`config.mk`:
```
export PLATFORM = sky130hd
export DESIGN_NAME = serial_shifter
export DESIGN_NICKNAME = d
export VERILOG_FILES = /design/src/rtl/serial_shifter.sv
export SDC_FILE = /design/constraint.sdc
export NUM_CORES = 1
export LEC_CHECK = 0
export ABC_AREA = 1
export CORE_MARGIN = 3
export CORE_UTILIZATION = 44
export CTS_BUF_LIST = sky130_fd_sc_hd__clkbuf_8
export DETAILED_ROUTE_END_ITERATION = 6
export DONT_BUFFER_PORTS = 1
export GPL_ROUTABILITY_DRIVEN = 0
export PLACE_DENSITY = 0.62
export SYNTH_ARGS = -nofsm -noshare
export SYNTH_HDL_FRONTEND = slang
export SYNTH_SLANG_ARGS = --single-unit
```
`constraint.sdc`:
```
create_clock -name clk -period 2.7 [get_ports clk]
set_input_delay 0.405 -clock clk [delete_from_list [all_inputs] [get_ports clk]]
set_output_delay 0.405 -clock clk [all_outputs]
set_load 0.03 [all_outputs]
```
`src/rtl/serial_shifter.sv`:
```
// serial_shifter: iterative one-bit-per-clock shifter with start/busy/done handshake
// and ARM-style carry-out. Optional N/Z flag outputs under SERIAL_SHIFTER_FLAGS_EN.
module serial_shifter #(
    parameter int W  = 8,
    parameter int AW = 3
) (
    input  logic          clk,
    input  logic          rst_n,
    input  logic          start,
    input  logic [2:0]    shift,
    input  logic [W-1:0]  A,
    input  logic [AW-1:0] B,
    output logic [W-1:0]  out,
    output logic          carry_out,
    output logic          busy,
    output logic          done
`ifdef SERIAL_SHIFTER_FLAGS_EN
    ,
    output logic          n_flag,
    output logic          z_flag
`endif
);

    typedef enum logic {
        IDLE,
        SHIFT
    } state_t;

    typedef enum logic [2:0] {
        OP_PASS = 3'b000,
        OP_ROL1 = 3'b001,
        OP_ROR1 = 3'b010,
        OP_LSL  = 3'b011,
        OP_ASR  = 3'b100,
        OP_LSR  = 3'b101,
        OP_ROR  = 3'b110,
        OP_RSVD = 3'b111
    } op_t;

    state_t        state, state_d;
    op_t           op, op_d;
    logic [AW-1:0] cnt, cnt_d, n_eff;
    logic [W-1:0]  out_d;
    logic          carry_d, busy_d, done_d;

    always_comb begin
        case (shift)
            OP_LSL, OP_ASR, OP_LSR, OP_ROR: n_eff = B;
            OP_ROL1, OP_ROR1:               n_eff = AW'(1);
            default:                        n_eff = '0;
        endcase
    end

    always_comb begin
        state_d = state;
        op_d    = op;
        cnt_d   = cnt;
        out_d   = out;
        carry_d = carry_out;
        busy_d  = busy;
        done_d  = 1'b0;
        case (state)
            IDLE: begin
                if (start) begin
                    op_d    = op_t'(shift);
                    out_d   = A;
                    carry_d = 1'b0;
                    cnt_d   = n_eff;
                    busy_d  = 1'b1;
                    state_d = SHIFT;
                end
            end
            SHIFT: begin
                if (cnt != '0) begin
                    cnt_d = cnt - AW'(1);
                    case (op)
                        OP_LSL: begin
                            out_d   = {out[W-2:0], 1'b0};
                            carry_d = out[W-1];
                        end
                        OP_LSR: begin
                            out_d   = {1'b0, out[W-1:1]};
                            carry_d = out[0];
                        end
                        OP_ASR: begin
                            out_d   = {out[W-1], out[W-1:1]};
                            carry_d = out[0];
                        end
                        OP_ROR, OP_ROR1: begin
                            out_d   = {out[0], out[W-1:1]};
                            carry_d = out[0];
                        end
                        OP_ROL1: begin
                            out_d   = {out[W-2:0], out[W-1]};
                            carry_d = out[W-1];
                        end
                        default: begin
                            out_d   = out;
                            carry_d = carry_out;
                        end
                    endcase
                end else begin
                    state_d = IDLE;
                    busy_d  = 1'b0;
                    done_d  = 1'b1;
                end
            end
            default: state_d = IDLE;
        endcase
    end

    always_ff @(posedge clk or negedge rst_n) begin
        if (!rst_n) begin
            state     <= IDLE;
            op        <= OP_PASS;
            cnt       <= '0;
            out       <= '0;
            carry_out <= 1'b0;
            busy      <= 1'b0;
            done      <= 1'b0;
        end else begin
            state     <= state_d;
            op        <= op_d;
            cnt       <= cnt_d;
            out       <= out_d;
            carry_out <= carry_d;
            busy      <= busy_d;
            done      <= done_d;
        end
    end

`ifdef SERIAL_SHIFTER_FLAGS_EN
    // out is stable on the completion edge, so flags sample the final result
    always_ff @(posedge clk or negedge rst_n) begin
        if (!rst_n) begin
            n_flag <= 1'b0;
            z_flag <= 1'b0;
        end else if (done_d) begin
            n_flag <= out[W-1];
            z_flag <= (out == '0);
        end
    end
`endif

endmodule

```
Yosys cells after proc, flatten, opt, wreduce, memory -nomap -nowiden:

Index checks and enable logic that the tools add are counted.

* add/subtract/negate cells: 1
* equal/unequal tests: 19
* multiplexer cells: 20
* bitwise logic cells: 1
* reductions and logical operators: 12

Operators by type and width (count)
* $pmux 8 s5: 1
* $eq 3x3->1 const B: 6
* $mux 8: 2
* $pmux 8 s2: 1
* $eq 3x2->1 const B: 4
* $pmux 3 s2: 2
* $mux 1: 8
* $pmux 1 s2: 4
* $reduce_or 4->1: 2
* $eq 3x1->1 const B: 2
* $mux 3: 2
* $ne 2x2->1 const B: 3
* $ne 6x1->1 const B: 1
* $reduce_and 2->1: 3
* $reduce_and 3->1: 2
* $reduce_or 2->1: 3
* $ne 5x1->1 const B: 1
* $reduce_and 4->1: 1
* $ne 3x3->1 const B: 1
* $reduce_bool 3->1: 1
* $sub 3x1->3 const B: 1
* $ne 2x1->1 const B: 1
* $not 1->1: 1

* register bits after elaboration: 18
* bits of input ports: 17
* output and inout port bits: 11
* word-level logic and storage cells: 61

Depth between registers and ports, before layout:

Gate-level depths: netlist of run 1.

* word-level depth: 5
* mapped depth: 8
* gate-level depth less buffers: 8

Least setup slack after synthesis of run 1:

OpenSTA, ideal clock, no wires.

* path type: reg2reg
* start point: register cnt[0]
* end point: register out[0]
* data arrival time: 1.163 ns
* data required time: 2.583 ns
* path slack: 1.420 ns
* stages on the path, launching flop included: 9
* period minus slack after synthesis: 1.280 ns
* cell sequence: dfrtp_1 -> inv_1 -> ha_1 -> nand3_2 -> o21ai_4 -> nor2_8 -> clkinv_4 -> nand2_1 -> nand2_1

* cells in the longest elaborated chain, start to end: 3

RTL lines
* start, declared: line 42 `logic [AW-1:0] cnt, cnt_d, n_eff;`
* start signal, assigned: line 124 `cnt <= cnt_d;`
* $reduce_bool 3->1: line 74 `if (cnt != '0) begin`
* $ne 2x1->1 (no line)
* $reduce_and 3->1 (no line)
* end signal, assigned: line 125 `out <= out_d;`
* end, declared: line 13 `output logic [W-1:0] out,`

No other way between the ends.
A chain may end at the register's enable or synchronous reset.

Worst setup path after layout of run 1:

* start point: register state
* end point: register cnt[2]

* cells in the longest elaborated chain, start to end: 3
* elaborated cells on any way between the ends: 5
* those cells by class: 2 x eq/ne; 1 x mux; 1 x bitwise; 1 x reduce/logical

RTL lines
* start, declared: line 40 `state_t state, state_d;`
* start signal, assigned: line 122 `state <= state_d;`
* $not 1->1
* $ne 2x2->1 (no line)
* $reduce_and 2->1 (no line)

Several ways; a longest one is shown, not always the timed one.

==> results by group, run 1 <==
Die
  • Core area: around 0.0023 mm²
  • Die Area: 0.003244 mm²
  • Die span in y: approximately 57 µm
  • # rows: 17
  • Die width: 56.96 µm
  • Initial Util: 48.82%
  • IO Pins: 28

Detailed routing
  • DR WL/cell: around 13 µm
  • Detailed Route WL: approximately 2500 µm
  • Residual DRC count: 0
  • Initial drt markers: 27
  • Via total after detailed routing: a little over 1k
  • DRT Pass-1 Iters: 4
  • Vias per inst: 5.233
  • Routed Antenna Nets: 0

Synth
  • Largest area contributor in the netlist: dfrtp_1
  • Most frequent cell after synthesis: nand2_1
  • Count of different cell masters after synthesis: 20
  • Syn avg cell area: 7.008 µm²
  • Post-synth EDFFs: 0
  • Top post-synthesis cells by area: dfrtp_1 (39%), nand2_1 (21%), nand3_1 (13%), inv_1 (5.6%), o21ai_0 (2.6%)
  • Post-synthesis register bit count: 18
  • Mapped Area: 0.001142 mm²
  • Post-synthesis sequential area ratio: 39.43%
  • Predominant post-synthesis flop cell: dfrtp_1
  • Commonest cells post-synth: nand2_1 (64), nand3_1 (30), dfrtp_1 (18), inv_1 (17)
  • Synthesis Warnings: 0
  • Mapped Nets: about 180
  • Post-synthesis instance total: between 150 and 200
  • Synth top area share: between 30% and 40%
  • Post-synth ARST share: 100.0%

STA
  • Setup violators final: 0
  • RSZ-0062 raised after global routing: false
  • Final Hold Fails: 0
  • Fin Setup TNS: 0 ns
  • Slew HR: a little under half
  • Max Freq: ~0.65 GHz
  • Final Skew: around 0.0047 ns
  • Slew at the pin closest to its max-slew limit: around 0.8 ns
  • Pins Over Slew Limit: 0
  • Final period utilization: 57.01%
  • Tmin final: between 1.5 and 2 ns

Global route
  • GR Util All Layers: between 10% and 20%
  • Vias in the first global route: 951
  • Largest net degree at the start of global routing: 19
  • Initial antenna violation count: 0
  • Gr ovfl total: 0
  • First-pass GRT wire length: about 4400 µm

Hold path
  • Min-delay src: shift[1]
  • Hold depth: 2
  • Worst Hold Path EP: op[1]$_DFFE_PN0P_
  • Hold Path Class: in2reg

Status
  • Status: finished, final reports clean

Cells and area
  • Final instance area: 0.001227 mm²
  • Final std cells w/o fill: approximately 190
  • Fill count: roughly 240
  • Layout cell share with drive strength beyond 1: 9.697%
  • Antenna diodes: 0
  • Layout area overhead: 7.448%
  • Nets@finish: 185

Setup path
  • Max FO, Critical Path: 17
  • WP data arrival: around 1.7 ns
  • Startpoint Class: register
  • Crit Path Category: reg2reg
  • Worst R2R End: cnt[2]$_DFFE_PN0P_
  • Worst R2R Path Depth: 6
  • Critical Path Sink Type: register
  • Worst EP required: about 2.9 ns
  • Reg-to-reg slack, setup: 1.16 ns
  • Reg2reg start: state$_DFF_PN0_

Clock tree
  • CTS Buf Count: 3
  • CTS root buffer: clkbuf_8
  • PostCTS Resize Cnt: 0
  • # H-tree levels: 1
  • Maximum root-to-sink buffer count: 2
  • Clk slew on worst S/H paths: around 0.07 ns
  • Worst skew pair latency: 0.25 ns
  • TritonCTS clock tree: done
  • CTS Sinks: 18

Pwr
  • Power, Total: 1.815 mW
  • Maximum VDD drop: approximately 0.74 mV
  • Leak Pwr: approximately 0.67 nW
  • Power density over the cells: approximately 1500 mW/mm²

Run
  • Maxcap violations: 0

Placed design
  • Post-DP Area: approximately 0.0012 mm²
  • Dpl cells: around 190
  • Port Buffers: 0
  • Post-detail-place hpwl: about 1900 µm
where the power goes:
part	switching, mW	total [mW]	internal (mW)
registers	0.304	0.705	0.401
logic	0.570	0.892	0.322
clock network	0.0886	0.218	0.130
placed cells by master (no fill, tap or decap):
cell	instances
inv_2	2
nand2_2	1
nor2_1	6
nor3_1	1
nand3_2	1
nand3b_1	2
clkbuf_8	4
ha_1	2
o21ai_4	1
a21oi_1	2
inv_1	17
nor2_4	1
or2_2	2
dlygate4sd3_1	1
dfrtp_1	18
nand2_1	64
nor2_8	1
nand2_4	2
clkinv_4	1
nand3_1	30
o21ai_0	6
layer usage:
layer	part of all wire [%]	vias to the layer above	GRT usage, %	routed length (µm)
met1	48	463	24.33	1194
met5	0	-	0	0
met2	46	26	24.14	1124
li1	-	517	-	-
met3	5.1	4	5.656	127
met4	0.85	0	3.974	21
worst max path at each step:
stage,start,endpoint,slack (ns),cells after the start
3_5_place_dp,state$_DFF_PN0_,cnt[2]$_DFFE_PN0P_,1.18,6
3_3_place_gp,state$_DFF_PN0_,cnt[2]$_DFFE_PN0P_,1.24,6
2_1_floorplan,cnt[0]$_DFFE_PN0P_,out[0]$_DFFE_PN0P_,1.42,8
5_1_grt,state$_DFF_PN0_,cnt[2]$_DFFE_PN0P_,0.99,6
6_report,state$_DFF_PN0_,cnt[2]$_DFFE_PN0P_,1.16,6
4_1_cts,state$_DFF_PN0_,cnt[2]$_DFFE_PN0P_,1.17,6
timing repair:
action / in CTS / in global routing
buffers inserted: 0 / 0
endpoints found under the hold margin: 18 / 0
hold buffers: 1 / 0
through the flow:
step | utilization (%) | hold slack, ns | worst slack [ns]
after floorplan | - | 0.1094 | 1.420
final | 52.46 | 0.3322 | 1.161
after CTS | 52.46 | 0.3360 | 1.169
after detailed placement | 49.68 | 0.1098 | 1.184
after global routing | 52.46 | 0.3490 | 0.9868
after global placement | 49.68 | 0.1098 | 1.235
state kept, by name (all words and copies together) (netlist names):
signal	count
done	1
cnt	3
busy	1
out	8
carry_out	1
state	1
op	3
cell families (layout without fill, tap and decap cells):
group | after synthesis | count (layout) | synth area share, %
AO/OA/AOI/OAI | 9 | 9 | 4.929
flip-flops | 18 | 18 | 39.43
AND/OR/NAND/NOR | 111 | 111 | 45.12
buffers and inverters | 23 | 25 | 8.324
adder cells (fa/ha/maj) | 2 | 2 | 2.190
layout make-up:
| cell class | instances | area [µm²] | area share, % |
|---|---|---|---|
| Multi-Input combinational cell | 122 | 596.8 | 48.62 |
| Sequential cell | 18 | 450.4 | 36.70 |
| Inverter | 20 | 80.08 | 6.524 |
| Clock buffer | 4 | 55.05 | 4.485 |
| Tap cell | 28 | 35.03 | 2.854 |
| Timing Repair Buffer | 1 | 10.01 | 0.8155 |
critical path, cell delays in order, from the launching register on:
cell and delay [ns]:
dfrtp_1 0.71, inv_1 0.33, nand2_1 0.11, nand3b_1 0.11
nand2_1 0.06, nand2_1 0.05, nand2_1 0.05
No activity file was read; power rests on OpenSTA's default activity.
==> inputs of run 2 (changes only) <==
==> constraint.sdc (replaced) <==
create_clock -name clk -period 1.5 [get_ports clk]
set_input_delay 0.225 -clock clk [delete_from_list [all_inputs] [get_ports clk]]
set_output_delay 0.225 -clock clk [all_outputs]
set_load 0.03 [all_outputs]
==> run 2 against run 1 <==
  * Clock power rose by 84%
  * Count of clock-buffer cells in the layout unchanged
  * Total power increased by 86%
  * Critical endpoint is now out[1]$_DFFE_PN0P_
  * Highest routed layer unchanged
==> results by group, run 2 (synthesis gave the netlist of run 1 again) <==
Detailed routing
  • Met1 wire length: 1299 µm (+8.8%)
  • DRT Pass-1 Iters: 4 (unchanged)
  • Residual DRC count: 0 (unchanged)
  • Met2 wire length: 1132 µm (+0.71%)
  • Routed wl met3: 145 µm (+14%)
  • Via total after detailed routing: 1032 (+2.2%)
  • DR WL/cell: 13.21 µm (+3.3%)
  • Vias per inst: 5.265 (+0.61%)
  • Routed Antenna Nets: 0 (unchanged)
  • Highest Signal Layer: met4
  • Detailed Route WL: 2589 µm (+4.9%)
  • Initial drt markers: 55 (+100%)

Cells and area
  • Layout area overhead: 9.857%
  • Biggest regs: out x8, cnt x3, op x3
  • Most flop-heavy register: out
  • Antenna diodes: 0 (unchanged)
  • Multi-input logic area: 596.8 µm² (unchanged)
  • Commonest non-fill, non-tap cell in the layout: nand2_1
  • Layout cell share with drive strength beyond 1: 12.50% (+2.8 points)
  • Fill count: 231 (-5.3%)
  • Nets@finish: 188 (+1.6%)
  • Final std cells w/o fill: 196 (+1.6%)
  • Most frequent cells in the layout: nand2_1 (64), nand3_1 (30), dfrtp_1 (17), inv_1 (16)
  • Reg area: 451.7 µm² (+0.28%)
  • Max reg flops: 8 (unchanged)

Placed design
  • Dpl cells: 190 (+1.1%)
  • Post-detail-place hpwl: 1978 µm (+3.8%)
  • Port Buffers: 0 (unchanged)

Pwr
  • Leak Pwr: 0.6803 nW (+0.85%)
  • Int Power: 1.607 mW (+88%)
  • Clock group share of total power: 11.9% (about the same)
  • Power, Total: 3.377 mW (+86%)
  • Combinational power share: 51.7% (+2.5 points)
  • Maximum VDD drop: 1.490 mV (+100%)
  • Power density over the cells: 2691 mW/mm² (+82%)
  • Net switching power figure: 1.770 mW (+84%)
  • Flop pwr share: 36.4% (-2.4 points)
  • Switch share: 52.41% (-0.61 points)

Clock tree
  • TritonCTS clock tree: done
  • Maximum root-to-sink buffer count: 2 (unchanged)
  • CTS Sinks: 18 (unchanged)
  • CTS Buf Count: 3 (unchanged)
  • Worst skew pair latency: 0.25 ns (about the same)
  • Clk slew on worst S/H paths: 0.07 ns (about the same)
  • # H-tree levels: 1 (unchanged)
  • CTS root buffer: clkbuf_8

Status
  • Status: finished, final reports clean

Setup path
  • Crit Path Category: reg2reg
  • Startpoint Class: register
  • Critical Path Sink Type: register
  • WP data arrival: 1.54 ns (-0.14 ns)
  • Max FO, Critical Path: 9 (-8)
  • Worst EP required: 1.64 ns (-1.21 ns)

Global route
  • Gr ovfl total: 0 (unchanged)
  • Initial antenna violation count: 0 (unchanged)
  • First-pass GRT wire length: 4367 µm (-0.32%)
  • Largest net degree at the start of global routing: 19 (unchanged)
  • Vias in the first global route: 941 (-1.1%)
  • GR Util All Layers: 16.71% (-0.094 points)

Die
  • Initial Util: 48.82% (unchanged)
  • # rows: 17 (unchanged)
  • Die Area: 0.003244 mm² (unchanged)
  • Core area: 0.002340 mm² (unchanged)
  • IO Pins: 28 (unchanged)
  • Die width: 56.96 µm (unchanged)
  • Die span in y: 56.96 µm (unchanged)

STA
  • Max Freq: 0.7144 GHz (+10%)
  • Final Skew: 0.0009757 ns (-0.003753 ns)
  • Final Hold Fails: 0 (unchanged)
  • Final hold slack: 0.1388 ns (-0.1934 ns)
  • Final period utilization: 93.32% (+36 points)
  • Tmin final: 1.400 ns (-0.1394 ns)
  • Fin Setup TNS: 0 ns (unchanged)
  • RSZ-0062 raised after global routing: false
  • Slew at the pin closest to its max-slew limit: 0.8009 ns (-0.002341 ns)
  • Pins Over Slew Limit: 0 (unchanged)
  • Setup violators final: 0 (unchanged)
  • Slew HR: 46.43% (+0.16 points)

Run
  • Maxcap violations: 0 (unchanged)

Hold path
  • Hold Path Class: in2reg
run 2: through the flow:
step	utilization [%]	area, µm²	worst slack (ns)
floorplan	-	1142	0.2196
global placement	50.32	1177	0.05658
detailed placement	50.32	1177	0.03166
CTS	53.10	1242	0.02128
global route	53.64	1255	0.02049
finish	53.64	1255	0.1002
run 2: critical path, stage by stage, from the launching register on:
cell and delay [ns]:
dfrtp_1 0.40, inv_1 0.09, ha_1 0.16, nand3_2 0.12, o21ai_4 0.17, nor2_8 0.07, buf_4 0.16, nand2_1 0.06
nand2_1 0.06
run 2: layout make-up:
| type | count | share of cell area, % |
|---|---|---|
| Sequential cell | 18 | 35.99 |
| Clock buffer | 4 | 4.387 |
| Timing Repair Buffer | 4 | 2.592 |
| Tap cell | 28 | 2.792 |
| Inverter | 20 | 6.680 |
| Multi-Input combinational cell | 122 | 47.56 |
run 2: per-layer routing:
metal	vias to the layer above	track usage [%]
li1	525	-
met1	483	25.32
met2	22	24.80
met3	2	4.072
met4	0	1.987
met5	-	0
run 2: final timing paths:
| path | from | cells past startpoint | slack [ns] | to |
|---|---|---|---|---|
| max reg2reg | cnt[0]$_DFFE_PN0P_ | 8 | 0.10 | out[1]$_DFFE_PN0P_ |
| min in group asynchronous | rst_n | 1 | 0.50 | cnt[2]$_DFFE_PN0P_ |
| max in group asynchronous | rst_n | 1 | 0.45 | state$_DFF_PN0_ |
| min | shift[1] | 2 | 0.14 | op[1]$_DFFE_PN0P_ |
| max | cnt[0]$_DFFE_PN0P_ | 8 | 0.10 | out[1]$_DFFE_PN0P_ |
| min reg2reg | cnt[1]$_DFFE_PN0P_ | 2 | 0.49 | cnt[1]$_DFFE_PN0P_ |
run 2: power groups by stage:
stage | clock network [mW] | logic, mW | registers (mW)
floorplan | 0 | 1.40 | 1.16
global placement | 0 | 1.66 | 1.23
detailed placement | 0 | 1.68 | 1.23
CTS | 0.409 | 1.70 | 1.23
global route | 0.424 | 1.99 | 1.27
finish | 0.402 | 1.75 | 1.23
run 2: repair_timing:
action / CTS / global route
gates resized for setup: 0 / 2
setup buffers: 0 / 1
endpoints found under the hold margin: 18 / 0
hold buffers: 1 / 0
setup endpoints to repair: 0 / 12
